[config.mk]
export PLATFORM = sky130hd
export DESIGN_NAME = i2c_byte_sequencer
export DESIGN_NICKNAME = d
export VERILOG_FILES = /design/src/rtl/i2c_byte_sequencer.sv
export SDC_FILE = /design/constraint.sdc
export NUM_CORES = 1
export LEC_CHECK = 0
export ABC_AREA = 1
export CELL_PAD_IN_SITES_DETAIL_PLACEMENT = 1
export CELL_PAD_IN_SITES_GLOBAL_PLACEMENT = 2
export CORE_AREA = 2 2 94 87
export CTS_CLUSTER_DIAMETER = 60
export CTS_CLUSTER_SIZE = 8
export DETAILED_ROUTE_END_ITERATION = 10
export DIE_AREA = 0 0 96 89
export GPL_ROUTABILITY_DRIVEN = 1
export GPL_TIMING_DRIVEN = 1
export PLACE_DENSITY_LB_ADDON = 0.2
export RECOVER_POWER = 100
export SETUP_SLACK_MARGIN = 0.02
export SLEW_MARGIN = 20
export SYNTH_ARGS = -nofsm -noshare
export SYNTH_HDL_FRONTEND = slang
export SYNTH_SLANG_ARGS = --single-unit
[constraint.sdc]
create_clock -name clk -period 3.57 [get_ports clk]
set_clock_uncertainty 0.1 [all_clocks]
set_input_delay 0.5355 -clock clk [delete_from_list [all_inputs] [get_ports clk]]
set_output_delay 0.5355 -clock clk [all_outputs]
set_load 0.05 [all_outputs]
[src/rtl/i2c_byte_sequencer.sv]
// i2c_byte_sequencer
// Byte-level I2C master sequencer. Generates SCL timing, START/RESTART,
// STOP, 8 data bits and the ACK bit. It drives an external 8-bit SDA shift
// register through its load, shift-enable and parallel-data interface.
// Optional macro I2C_STRETCH_EN: when defined, the quarter counter holds
// while the synchronized SCL is low during the SCL-high quarter, which
// supports slave clock stretching.
//
// state   | meaning
// --------+--------------------------------------------------------------
// S_IDLE  | waiting for a command, cmd_ready=1
// S_START | START/RESTART: SDA falls while SCL is high, then SCL is held low
// S_LOAD  | one-cycle parallel load of the shift register
// S_BIT   | 8 data bits, 4 quarters each, MSB first
// S_ACK   | ninth bit: the master samples ACK (WRITE) or drives it (READ)
// S_STOP  | STOP: SDA rises while SCL is high
// S_DONE  | one-cycle done pulse, rx_byte captured
module i2c_byte_sequencer #(
    parameter int CLK_DIV = 250
) (
    input  logic       clk,
    input  logic       rst_n,
    input  logic       cmd_valid,
    output logic       cmd_ready,
    input  logic [1:0] cmd,
    input  logic [7:0] tx_byte,
    input  logic       cmd_nack,
    output logic       done,
    output logic [7:0] rx_byte,
    output logic       ack_out,
    output logic       arb_lost,
    output logic       busy,
    input  logic       scl_i,
    input  logic       sda_i,
    output logic       scl_oe,
    output logic       sda_oe,
    output logic       sr_load,
    output logic       sr_shift_en,
    output logic [7:0] sr_data,
    input  logic [7:0] sr_q
);

    localparam int QW = $clog2(CLK_DIV);
    localparam logic [QW-1:0] QLAST = QW'(CLK_DIV - 1);

`ifdef I2C_STRETCH_EN
    localparam logic P_STRETCH = 1'b1;
`else
    localparam logic P_STRETCH = 1'b0;
`endif

    localparam logic [2:0] S_IDLE  = 3'd0;
    localparam logic [2:0] S_START = 3'd1;
    localparam logic [2:0] S_LOAD  = 3'd2;
    localparam logic [2:0] S_BIT   = 3'd3;
    localparam logic [2:0] S_ACK   = 3'd4;
    localparam logic [2:0] S_STOP  = 3'd5;
    localparam logic [2:0] S_DONE  = 3'd6;

    localparam logic [1:0] CMD_START = 2'b00;
    localparam logic [1:0] CMD_WRITE = 2'b01;
    localparam logic [1:0] CMD_STOP  = 2'b11;

    logic [2:0]    r_state;
    logic [QW-1:0] r_qcnt;
    logic [1:0]    r_q;
    logic [2:0]    r_bitcnt;
    logic [1:0]    r_cmd;
    logic          r_nack;
    logic          r_scl_s1, r_scl_s2;
    logic          r_sda_s1, r_sda_s2;
    logic          r_done;
    logic [7:0]    r_rx_byte;
    logic          r_ack_out;
    logic          r_arb_lost;
    logic          r_scl_oe;
    logic          r_sda_oe;
    logic          r_sr_load;
    logic          r_sr_shift_en;
    logic [7:0]    r_sr_data;

    logic w_scl_s;
    logic w_sda_s;
    logic w_active;
    logic w_entry;
    logic w_stretch_q;
    logic w_stall;
    logic w_qend;
    logic w_last_q;
    logic w_is_write;
    logic w_arb;

    assign w_scl_s     = r_scl_s2;
    assign w_sda_s     = r_sda_s2;
    assign w_active    = (r_state == S_START) || (r_state == S_BIT) ||
                         (r_state == S_ACK)   || (r_state == S_STOP);
    // First cycle of a quarter; quarter actions are decided here and seen one cycle later.
    assign w_entry     = (r_qcnt == '0);
    assign w_stretch_q = (((r_state == S_BIT) || (r_state == S_ACK)) && (r_q == 2'd2)) ||
                         (((r_state == S_START) || (r_state == S_STOP)) && (r_q == 2'd1));
    assign w_stall     = P_STRETCH & w_stretch_q & ~w_scl_s;
    assign w_qend      = w_active & ~w_stall & (r_qcnt == QLAST);
    assign w_last_q    = w_qend & (r_q == 2'd3);
    assign w_is_write  = (r_cmd == CMD_WRITE);
    // Another master is pulling SDA low while we released it for a 1 bit.
    assign w_arb       = (r_state == S_BIT) && (r_q == 2'd3) && w_entry &&
                         w_is_write && !r_sda_oe && !w_sda_s;

    assign cmd_ready   = (r_state == S_IDLE);
    assign busy        = ~cmd_ready;
    assign done        = r_done;
    assign rx_byte     = r_rx_byte;
    assign ack_out     = r_ack_out;
    assign arb_lost    = r_arb_lost;
    assign scl_oe      = r_scl_oe;
    assign sda_oe      = r_sda_oe;
    assign sr_load     = r_sr_load;
    assign sr_shift_en = r_sr_shift_en;
    assign sr_data     = r_sr_data;

    // Two-flop synchronizers for the raw pad inputs (idle bus reads high).
    always_ff @(posedge clk or negedge rst_n) begin
        if (!rst_n) begin
            r_scl_s1 <= 1'b1;
            r_scl_s2 <= 1'b1;
            r_sda_s1 <= 1'b1;
            r_sda_s2 <= 1'b1;
        end else begin
            r_scl_s1 <= scl_i;
            r_scl_s2 <= r_scl_s1;
            r_sda_s1 <= sda_i;
            r_sda_s2 <= r_sda_s1;
        end
    end

    // Quarter counter and quarter index; cleared outside the timed states.
    always_ff @(posedge clk or negedge rst_n) begin
        if (!rst_n) begin
            r_qcnt <= '0;
            r_q    <= 2'd0;
        end else if (!w_active) begin
            r_qcnt <= '0;
            r_q    <= 2'd0;
        end else if (!w_stall) begin
            if (r_qcnt == QLAST) begin
                r_qcnt <= '0;
                r_q    <= r_q + 2'd1;
            end else begin
                r_qcnt <= r_qcnt + QW'(1);
            end
        end
    end

    // Sequencer FSM with registered pad enables and shift-register strobes.
    always_ff @(posedge clk or negedge rst_n) begin
        if (!rst_n) begin
            r_state       <= S_IDLE;
            r_bitcnt      <= 3'd0;
            r_cmd         <= 2'b00;
            r_nack        <= 1'b0;
            r_done        <= 1'b0;
            r_rx_byte     <= 8'h00;
            r_ack_out     <= 1'b0;
            r_arb_lost    <= 1'b0;
            r_scl_oe      <= 1'b0;
            r_sda_oe      <= 1'b0;
            r_sr_load     <= 1'b0;
            r_sr_shift_en <= 1'b0;
            r_sr_data     <= 8'h00;
        end else begin
            r_done        <= 1'b0;
            r_sr_load     <= 1'b0;
            r_sr_shift_en <= 1'b0;
            case (r_state)
                S_IDLE: begin
                    if (cmd_valid) begin
                        r_cmd      <= cmd;
                        r_nack     <= cmd_nack;
                        r_arb_lost <= 1'b0;
                        if (cmd == CMD_START) begin
                            r_state <= S_START;
                        end else if (cmd == CMD_STOP) begin
                            r_state <= S_STOP;
                        end else begin
                            r_state   <= S_LOAD;
                            r_sr_load <= 1'b1;
                            r_sr_data <= (cmd == CMD_WRITE) ? tx_byte : 8'hFF;
                        end
                    end
                end
                S_START: begin
                    if (w_entry) begin
                        case (r_q)
                            2'd0:    r_sda_oe <= 1'b0;
                            2'd1:    r_scl_oe <= 1'b0;
                            2'd2:    r_sda_oe <= 1'b1;
                            default: r_scl_oe <= 1'b1;
                        endcase
                    end
                    if (w_last_q) begin
                        r_state   <= S_DONE;
                        r_done    <= 1'b1;
                        r_rx_byte <= sr_q;
                    end
                end
                S_LOAD: begin
                    r_state  <= S_BIT;
                    r_bitcnt <= 3'd0;
                end
                S_BIT: begin
                    if (w_arb) begin
                        r_arb_lost <= 1'b1;
                        r_ack_out  <= 1'b1;
                        r_scl_oe   <= 1'b0;
                        r_sda_oe   <= 1'b0;
                        r_state    <= S_DONE;
                        r_done     <= 1'b1;
                        r_rx_byte  <= sr_q;
                    end else begin
                        if (w_entry) begin
                            case (r_q)
                                2'd0: begin
                                    r_scl_oe <= 1'b1;
                                    r_sda_oe <= w_is_write ? ~sr_q[7] : 1'b0;
                                end
                                2'd2:    r_scl_oe      <= 1'b0;
                                2'd3:    r_sr_shift_en <= 1'b1;
                                default: ;
                            endcase
                        end
                        if (w_last_q) begin
                            if (r_bitcnt == 3'd7) begin
                                r_state <= S_ACK;
                            end else begin
                                r_bitcnt <= r_bitcnt + 3'd1;
                            end
                        end
                    end
                end
                S_ACK: begin
                    if (w_entry) begin
                        case (r_q)
                            2'd0: begin
                                r_scl_oe <= 1'b1;
                                r_sda_oe <= w_is_write ? 1'b0 : ~r_nack;
                            end
                            2'd2: r_scl_oe <= 1'b0;
                            2'd3: begin
                                if (w_is_write) begin
                                    r_ack_out <= w_sda_s;
                                end
                            end
                            default: ;
                        endcase
                    end
                    if (w_last_q) begin
                        r_state   <= S_DONE;
                        r_done    <= 1'b1;
                        r_rx_byte <= sr_q;
                        r_scl_oe  <= 1'b1;
                    end
                end
                S_STOP: begin
                    if (w_entry) begin
                        case (r_q)
                            2'd0: begin
                                r_scl_oe <= 1'b1;
                                r_sda_oe <= 1'b1;
                            end
                            2'd1:    r_scl_oe <= 1'b0;
                            2'd3:    r_sda_oe <= 1'b0;
                            default: ;
                        endcase
                    end
                    if (w_last_q) begin
                        r_state   <= S_DONE;
                        r_done    <= 1'b1;
                        r_rx_byte <= sr_q;
                    end
                end
                S_DONE: begin
                    r_state <= S_IDLE;
                end
                default: begin
                    r_state <= S_IDLE;
                end
            endcase
        end
    end

endmodule
==> results.cfg <==
[timing]
fin_crit_sh = 0.761
grt_setup_unrepaired = false
setup_viol = 0
drv_slew = 45
fmax_mhz = 368
min_period_ns = 2.72
tightest_slew_ns = 2.53
slew_headroom = -0.688
hold_viol = 0
final.setup.tns_ns = 0

[global_route]
grt_pass1_vias = 2117
track_usage = 0.155
grt_max_degree = 45
grt.overflow.total = 0
grt_first_pass_wirelength_um = 10300
grt_antenna_before_repair = 0

[clock_tree]
postCtsSetupRepairBufs = 0
path_clk_slew_ns = 0.09
clock-sinks = 44
cts_tree = yes
clk_path_buf_depth = 2
cts-root-buf = clkbuf_8
ctsHoldBuffers = 0
numCtsBuffers = 5
cts_resized = 0
insertion_delay_ns = 0.30
cts.htree.levels = 2

[power_and_ir_drop]
finalPower_mw = 0.997
ir_worst_vdd_mv = 0.134
power.density_mw_per_mm2 = 343
leakagePower_nw = 1.45

[yosys]
ys_async_sr_fraction = 1.00
syn_inst = 282
ys.flop_type = dfrtp_1
postSynthAreaPerCell_um2 = 8.12
yosys_warnings = 0
synth_seq_cells = 44
synth-seq-area-share = 0.482
ys_types = 27
synth_edf_count = 0
syn-num-nets = 317
syn_area_mm2 = 0.00229

[floorplanning]
die-area_mm2 = 0.00854
rows = 30
die_y_um = 89
ios = 49
initial_utilization = 0.307
coreArea_mm2 = 0.00747
die_w_um = 96

[critical_path]
endpoint_kind = output port
cp.required_ns = 2.93
arrival_ns = 2.08
path_class = flop to output port
setup.worst_path.start_class = flop
critPathMaxFanout = 6

[drt]
drcViolationCount = 0
via_per_inst = 4.64
ant_nets = 0
drt_iter0_drc = 23
wl_per_cell_um = 13.8
drt-total-wl_um = 5930
vias = 1995
firstDrtPassIters = 4

[outcome]
violations = capacitance limit, slew limit
status = finished, violations left

[min_path]
hold_class = flop to flop

[finish]
final_common_cell = nand2_1
layout-drive-gt1-share = 0.0509
fin_nets = 368
syn2layout_area_growth_pct = 27.0
nFillCells = 910
diodes = 0
multi_input_area_um2 = 988
regArea_mm2 = 0.00110
final_cell_mix = nand2_1, dfrtp_1, o21ai_0
fin_cells = 430

[flow_run]
max-cap-violations = 1

[place]
placedCellCount = 422
gp_congestion = 0.789
dp_hpwl_um = 4300
io_buffers = 47
synth_stat cells (2+ instances only):
| cell | count | area share |
|---|---|---|
| a21oi_1 | 8 | 0.017 |
| buf_6 | 2 | 0.0098 |
| dfrtp_1 | 42 | 0.46 |
| dfstp_2 | 2 | 0.023 |
| ha_1 | 11 | 0.060 |
| inv_1 | 27 | 0.044 |
| inv_2 | 6 | 0.0098 |
| nand2_1 | 75 | 0.12 |
| nand2_2 | 4 | 0.011 |
| nand3_1 | 25 | 0.055 |
| nand3_2 | 2 | 0.0087 |
| nor2_1 | 25 | 0.041 |
| nor2_2 | 2 | 0.0055 |
| nor2_4 | 4 | 0.020 |
| nor3_1 | 5 | 0.011 |
| o21ai_0 | 31 | 0.068 |
worst max-delay path: stages (launching register included):
cell           delay [ns]
dfrtp_1              0.44
nor2_1               0.23
inv_1                0.09
nor2_1               0.13
clkinv_1             0.11
dlygate4sd3_1        0.78
registers in the layout, summed over array words and instances, names as in the netlist:
register     flops
sr_shift_en      1
r_bitcnt         3
r_qcnt           8
r_cmd            2
r_q              2
r_sda_s1         1
done             1
r_sda_s2         1
sr_load          1
scl_oe           1
arb_lost         1
r_nack           1
sr_data          8
sda_oe           1
r_state          3
rx_byte          8
ack_out          1
cell type report:
| type | count | area share |
|---|---|---|
| flip-flops and latches | 44 | 0.380 |
| multi-input cells | 202 | 0.340 |
| repair buffers | 47 | 0.160 |
| inverters | 33 | 0.0426 |
| well taps | 96 | 0.0413 |
| clock buffers | 6 | 0.0250 |
| clock inverters | 2 | 0.0120 |
where the power goes:
group / switching, mW / internal (mW)
Clock: 0.180 / 0.208
Combinational: 0.0584 / 0.0363
Sequential: 0.00489 / 0.510
Total: 0.243 / 0.754
cell families (layout without fill, tap and decap cells):
group	count (synthesis)	count (layout)	share of synthesized area
flip-flops	44	44	0.482
AND/OR/NAND/NOR	148	148	0.293
buffers and inverters	36	88	0.0656
AO/OA/AOI/OAI	43	43	0.0989
adder cells (fa/ha/maj)	11	11	0.0601
final timing paths:
check | from | to | slack (ns) | depth (start not counted)
min in group asynchronous | rst_n | r_qcnt[4] | 0.91 | 1
hold / removal | r_sda_s1 | r_sda_s2 | 0.26 | 0
setup / recovery | r_state[2] | busy | 0.85 | 5
setup reg to reg | r_state[2] | sr_data[4] | 1.12 | 9
hold reg to reg | r_sda_s1 | r_sda_s2 | 0.26 | 0
max in group asynchronous | rst_n | rx_byte[3] | 1.02 | 1
metrics by stage:
| step | hold slack [ns] | setup slack (ns) | area (µm²) | utilization |
|---|---|---|---|---|
| floorplan | 0.140 | 1.11 | 2290 | - |
| global placement | 0.247 | 1.24 | 2850 | 0.381 |
| detailed placement | 0.250 | 1.26 | 2850 | 0.381 |
| CTS | 0.263 | 0.912 | 2960 | 0.396 |
| global route | 0.268 | 0.539 | 2910 | 0.389 |
| finish | 0.260 | 0.852 | 2910 | 0.389 |
routing by layer:
| metal | GRT usage | vias to the layer above | wire (µm) |
|---|---|---|---|
| li1 | - | 1002 | - |
| met1 | 0.211 | 945 | 2890 |
| met2 | 0.242 | 41 | 2690 |
| met3 | 0.0396 | 7 | 272 |
| met4 | 0.0468 | 0 | 77 |
| met5 | 0 | - | 0 |
Note: power is estimated with default switching activity, not from simulation.
==> RTL edit 1: new RTL, same settings <==
`CLK_DIV`: 250 -> 500.
--- a/src/rtl/i2c_byte_sequencer.sv
+++ b/src/rtl/i2c_byte_sequencer.sv
@@ -18,3 +18,3 @@
 module i2c_byte_sequencer #(
-    parameter int CLK_DIV = 250
+    parameter int CLK_DIV = 500
 ) (
Behaviour: no difference found for any inputs over 10 cycles, from zero or initial values and one cycle with rst_n low; that may be too few to reach the edited logic, so the function may still have changed.
==> RTL edit 1 against the unedited design <==
The flow still finishes with violations (capacitance limit, slew limit); sequential cell count grew 1; synthesized cell count fell by 0.35%; design area rose by 0.65%; cell count decreased by 0.47%; setup slack got worse by 140 ps; core utilization increased by 0.25 points; non-clock buffer count unchanged; area after synthesis increased by 0.49%; register-to-register slack got worse by 180 ps; wire length is 3.6% lower; critical path type unchanged.
Power is not compared: it rests on default switching activity, and its combinational part moved more than twofold at a synthesized area within 25%.
==> RTL edit 1: results (changes against the unedited design) <==
status: complete, but fails checks (unchanged)
violations in the final reports: capacitance limit, slew limit (unchanged)
global-route wire length before repair: 9840 um (was 10,300 um)
max reg flops: 9
synth warn: 0 (unchanged)
Most flops, register: r_qcnt
Endpoint, Worst Hold: r_sda_s2 (unchanged)
post-CTS sizing: 0 (unchanged)
r2r endpoint: sda_oe (was sr_data[4])
Filler Cells Inserted: 904 (was 910)
vias in the first global route: 2,129 (was 2,117)
post-synthesis async set-or-reset flop share: 100% (unchanged)
commonest cells in the netlist: 61 x nand2_1, 43 x dfrtp_1, 36 x inv_1 (was 75 x nand2_1, 42 x dfrtp_1, 31 x o21ai_0)
gpl congestion: 0.742 (was 0.789)
CTS clk-pin slew, worst paths: 90 ps (about the same)
worst reg2reg startpoint: r_qcnt[0] (was r_state[2])
critical path peak fanout: 7 (was 6)
detailed-route wire length per cell: 13.4 um (was 13.8 um)
worst-case reg-to-reg path depth: 13 (was 9)
Max VDD drop: 0.229 mV
Worst-Margin Slew: 2500 ps (was 2530 ps)
pin count of the biggest net entering global routing: 46 (was 45)
main area contributors after synthesis: dfrtp_1 47%, nand2_1 10%, inv_1 5.9%, o21ai_0 5.7%, ha_1 5.4% (was dfrtp_1 46%, nand2_1 12%, o21ai_0 6.8%, ha_1 6.0%, nand3_1 5.5%)
delay of the slowest critical-path stage: 900 ps (was 780 ps)
Leak: 1.44 nW
fin nets: 366 (was 368)
Max Transition Viols Final: 46 (was 45)
multiplexer area fraction after synthesis: 0% (unchanged)
post-synthesis adder-cell area fraction: 5.44% (was 6.01%)
sequential area share after synthesis: 49.0% (was 48.2%)
DP Worst Slack: 1080 ps (was 1260 ps)
H-tree Lvls: 2 (unchanged)
post-synthesis cell type count: 30 (was 27)
routed vias/inst: 4.69 (was 4.64)
Root Driver: clkbuf_8 (unchanged)
reg2reg setup slack: 940 ps (was 1120 ps)
layout cells sized above 1: 3.92% (was 5.09%)
Starting DRT DRC Count: 58 (was 23)
Post-CTS Setup Inserts: 0 (unchanged)
WHS Path Cells: 0 (unchanged)
post-synthesis compound-gate area fraction: 12.4% (was 9.89%)
CTS max path bufs: 2 (unchanged)
DRT Pass-1 Iters: 4 (unchanged)
initial antenna violation count: 0 (unchanged)
Fin Hold WS: 267 ps (was 260 ps)
min-delay src: r_sda_s1 (unchanged)
crit path DAT: 2220 ps (was 2080 ps)
GRT Util Overall: 14.6% (was 15.5%)
Final HPWL DP: 4370 um (was 4300 um)
# port buffers: 47 (unchanged)
Post-Syn Nets: 315 (was 317)
Clock Latency Late Sink: 290 ps
max cap viols: 1 (unchanged)
Hold Path Class: flop to flop (unchanged)
[RTL edit 1: routing by layer]
layer	share of wire, %	track usage, %
met4	0	3.12
met2	51	25.6
met5	0	0
met1	46	18.8
met3	3.4	2.87
[RTL edit 1: cell type report]
class / instances / area share, %
repair buffers: 47 / 15.9
well taps: 96 / 4.10
multi-input cells: 196 / 33.2
inverters: 37 / 4.75
flip-flops and latches: 45 / 38.6
clock buffers: 5 / 2.35
clock inverters: 2 / 1.20
[RTL edit 1: worst max-delay path, delay by kind of cell, from the launching register on]
kind	cells	cell delay, ps
buf+inv	2	1010
flops	1	480
simple gates	2	440
[RTL edit 1: worst max path at each step]
stage | start | to | slack (ps) | depth (start not counted)
6_report | r_state[2] | cmd_ready | 710 | 4
5_1_grt | rst_n | r_qcnt[8] | 510 | 1
4_1_cts | r_state[2] | cmd_ready | 750 | 4
3_5_place_dp | r_state[2] | cmd_ready | 1080 | 4
3_3_place_gp | r_state[2] | cmd_ready | 1090 | 4
2_1_floorplan | r_state[2] | r_state[1] | 1010 | 8
[RTL edit 1: power breakdown]
| group | total [W] | internal [W] | switching, W |
|---|---|---|---|
| Sequential | 0.000513 | 0.000512 | 0.000000906 |
| Clock | 0.000373 | 0.000204 | 0.000169 |
| Combinational | 0.0000467 | 0.0000234 | 0.0000233 |
| Total | 0.000933 | 0.000739 | 0.000194 |
[RTL edit 1: through the flow]
step,power [W],area (um2),instances
after CTS,0.000957,2980,428
after detailed placement,0.000572,2880,421
after floorplan,0.000532,2300,281
after global placement,0.000572,2880,421
after global routing,0.000978,2930,428
final,0.000933,2930,428
[RTL edit 1: logic make-up after synthesis]
kind of cell             Yosys count
flip-flops                        45
adder cells (fa/ha/maj)           10
AND/OR/NAND/NOR                  133
AO/OA/AOI/OAI                     53
buffers and inverters             40
==> RTL edit 2: new RTL, same settings <==
Made on the original files. Make the reset (`rst_n`) synchronous in 3 clocked blocks.
--- a/src/rtl/i2c_byte_sequencer.sv
+++ b/src/rtl/i2c_byte_sequencer.sv
@@ -121,3 +121,3 @@
     // Two-flop synchronizers for the raw pad inputs (idle bus reads high).
-    always_ff @(posedge clk or negedge rst_n) begin
+    always_ff @(posedge clk) begin
         if (!rst_n) begin
@@ -136,3 +136,3 @@
     // Quarter counter and quarter index; cleared outside the timed states.
-    always_ff @(posedge clk or negedge rst_n) begin
+    always_ff @(posedge clk) begin
         if (!rst_n) begin
@@ -154,3 +154,3 @@
     // Sequencer FSM with registered pad enables and shift-register strobes.
-    always_ff @(posedge clk or negedge rst_n) begin
+    always_ff @(posedge clk) begin
         if (!rst_n) begin
Check against the original RTL: differs if rst_n is asserted again (counterexample within 4 cycles, from zero or initial values and one cycle with rst_n low); with rst_n held inactive, the same outputs for 10 cycles.
==> RTL edit 2 against the unedited design <==
Largest cell class is now multi-input combinational cells; die area unchanged; setup slack improved by 130 ps; wire length is 6.5% lower; design area shrank 2.0%; sequential cell count unchanged; area after synthesis decreased by 1.1%.
Power is not compared: it rests on default switching activity, and its combinational part moved more than twofold at a synthesized area within 25%.
==> RTL edit 2: results (changes against the unedited design) <==
pin count of the biggest net entering global routing: 17 (was 45)
gpl congestion: 0.763 (was 0.789)
Final HPWL DP: 4420 um (was 4300 um)
max cap viols: 0 (was 1)
dpl cell area: 2830 um2 (was 2850 um2)
Main synth FF type: dfxtp_1 (was dfrtp_1)
detailed-route wire length per cell: 12.5 um (was 13.8 um)
post-synthesis cell type count: 36 (was 27)
crit path DAT: 1950 ps (was 2080 ps)
fin nets: 381 (was 368)
Post-Syn Nets: 330 (was 317)
Root Driver: clkbuf_8 (unchanged)
Max VDD drop: 0.263 mV
Starting DRT DRC Count: 44 (was 23)
CTS buffer count: 5 (unchanged)
CP delay by family, top: buffers and inverters (unchanged)
design internal power: 0.00101 W
Slew headroom: 63.4% (was -68.8%)
ANT cells: 0 (unchanged)
delay of the slowest critical-path stage: 870 ps (was 780 ps)
post-synthesis async set-or-reset flop share: 0% (was 100%)
main area contributors after synthesis: dfxtp_1 39%, nand2_1 7.5%, nor2_1 7.0%, ha_1 6.6%, a21oi_1 5.7% (was dfrtp_1 46%, nand2_1 12%, o21ai_0 6.8%, ha_1 6.0%, nand3_1 5.5%)
layout cells sized above 1: 9.25% (was 5.09%)
status: finished clean (was complete, but fails checks)
global-route wire length before repair: 9220 um (was 10,300 um)
sequential area share after synthesis: 38.9% (was 48.2%)
routed vias/inst: 4.60 (was 4.64)
vias in the first global route: 1,980 (was 2,117)
CTS clk-pin slew, worst paths: 80 ps
synth warn: 0 (unchanged)
commonest cells in the netlist: 45 x nand2_1, 44 x dfxtp_1, 42 x nor2_1 (was 75 x nand2_1, 42 x dfrtp_1, 31 x o21ai_0)
GRT Util Overall: 13.9% (was 15.5%)
==> RTL edit 2: cell count changes after synthesis, moves of 8 or more <==
cell      change
a21oi_1      +18
dfxtp_1      +44
o21bai_1      +8
nor2_1       +17
nand2_1      -30
dfrtp_1      -42
nand3_1      -11
o21ai_0      -18
==> RTL edit 2: final timing paths <==
check	slack (ps)	end	depth (start not counted)	start
worst min register to register	320	r_sda_s2	1	r_sda_s1
worst max-delay path	980	busy	5	r_state[0]
worst min-delay path	320	r_sda_s2	1	r_sda_s1
worst max register to register	1100	rx_byte[5]	11	r_qcnt[0]
==> RTL edit 2: per-layer routing <==
metal  part of all wire, %  routed length [um]  vias to the layer above  track usage, %
li1                      -                   -                     1051               -
met1                    47                2630                      952            17.9
met2                    48                2670                       23            23.3
met3                   3.4                 187                        5            3.20
met4                   1.1                  59                        0            4.29
met5                     0                   0                        -               0
==> RTL edit 2: layout make-up <==
class	instances	area (um2)
Fill cell	907	4620
Multi-Input combinational cell	205	1130
Sequential cell	44	881
Timing Repair Buffer	48	474
Inverter	41	155
Tap cell	96	120
Clock buffer	8	90.1
==> RTL edit 2: per-stage QoR <==
stage	setup slack [ps]	hold slack, ps	cells
finish	983	317	442
global route	833	344	442
CTS	993	321	442
detailed placement	1300	301	434
global placement	1280	295	434
floorplan	1820	293	294
==> RTL edit 2: cell families (layout without fill, tap and decap cells) <==
group / Yosys count / count (layout) / share of synthesized area, %
and+or+nand+nor: 131 / 131 / 29.2
AOI/OAI and AO/OA: 60 / 60 / 16.2
buffers and inverters: 45 / 97 / 8.23
DFF: 44 / 44 / 38.9
adders and majority gates: 12 / 12 / 6.63
xor gates and xnor gates: 2 / 2 / 0.774
==> RTL edit 2: power groups by stage <==
stage	registers, W	logic (W)	clock network [W]
after floorplan	0.000739	0.000590	0
after global routing	0.000637	0.000993	0.000356
final	0.000624	0.000887	0.000320
after global placement	0.000636	0.000943	0
after detailed placement	0.000638	0.000954	0
after CTS	0.000628	0.000959	0.000338
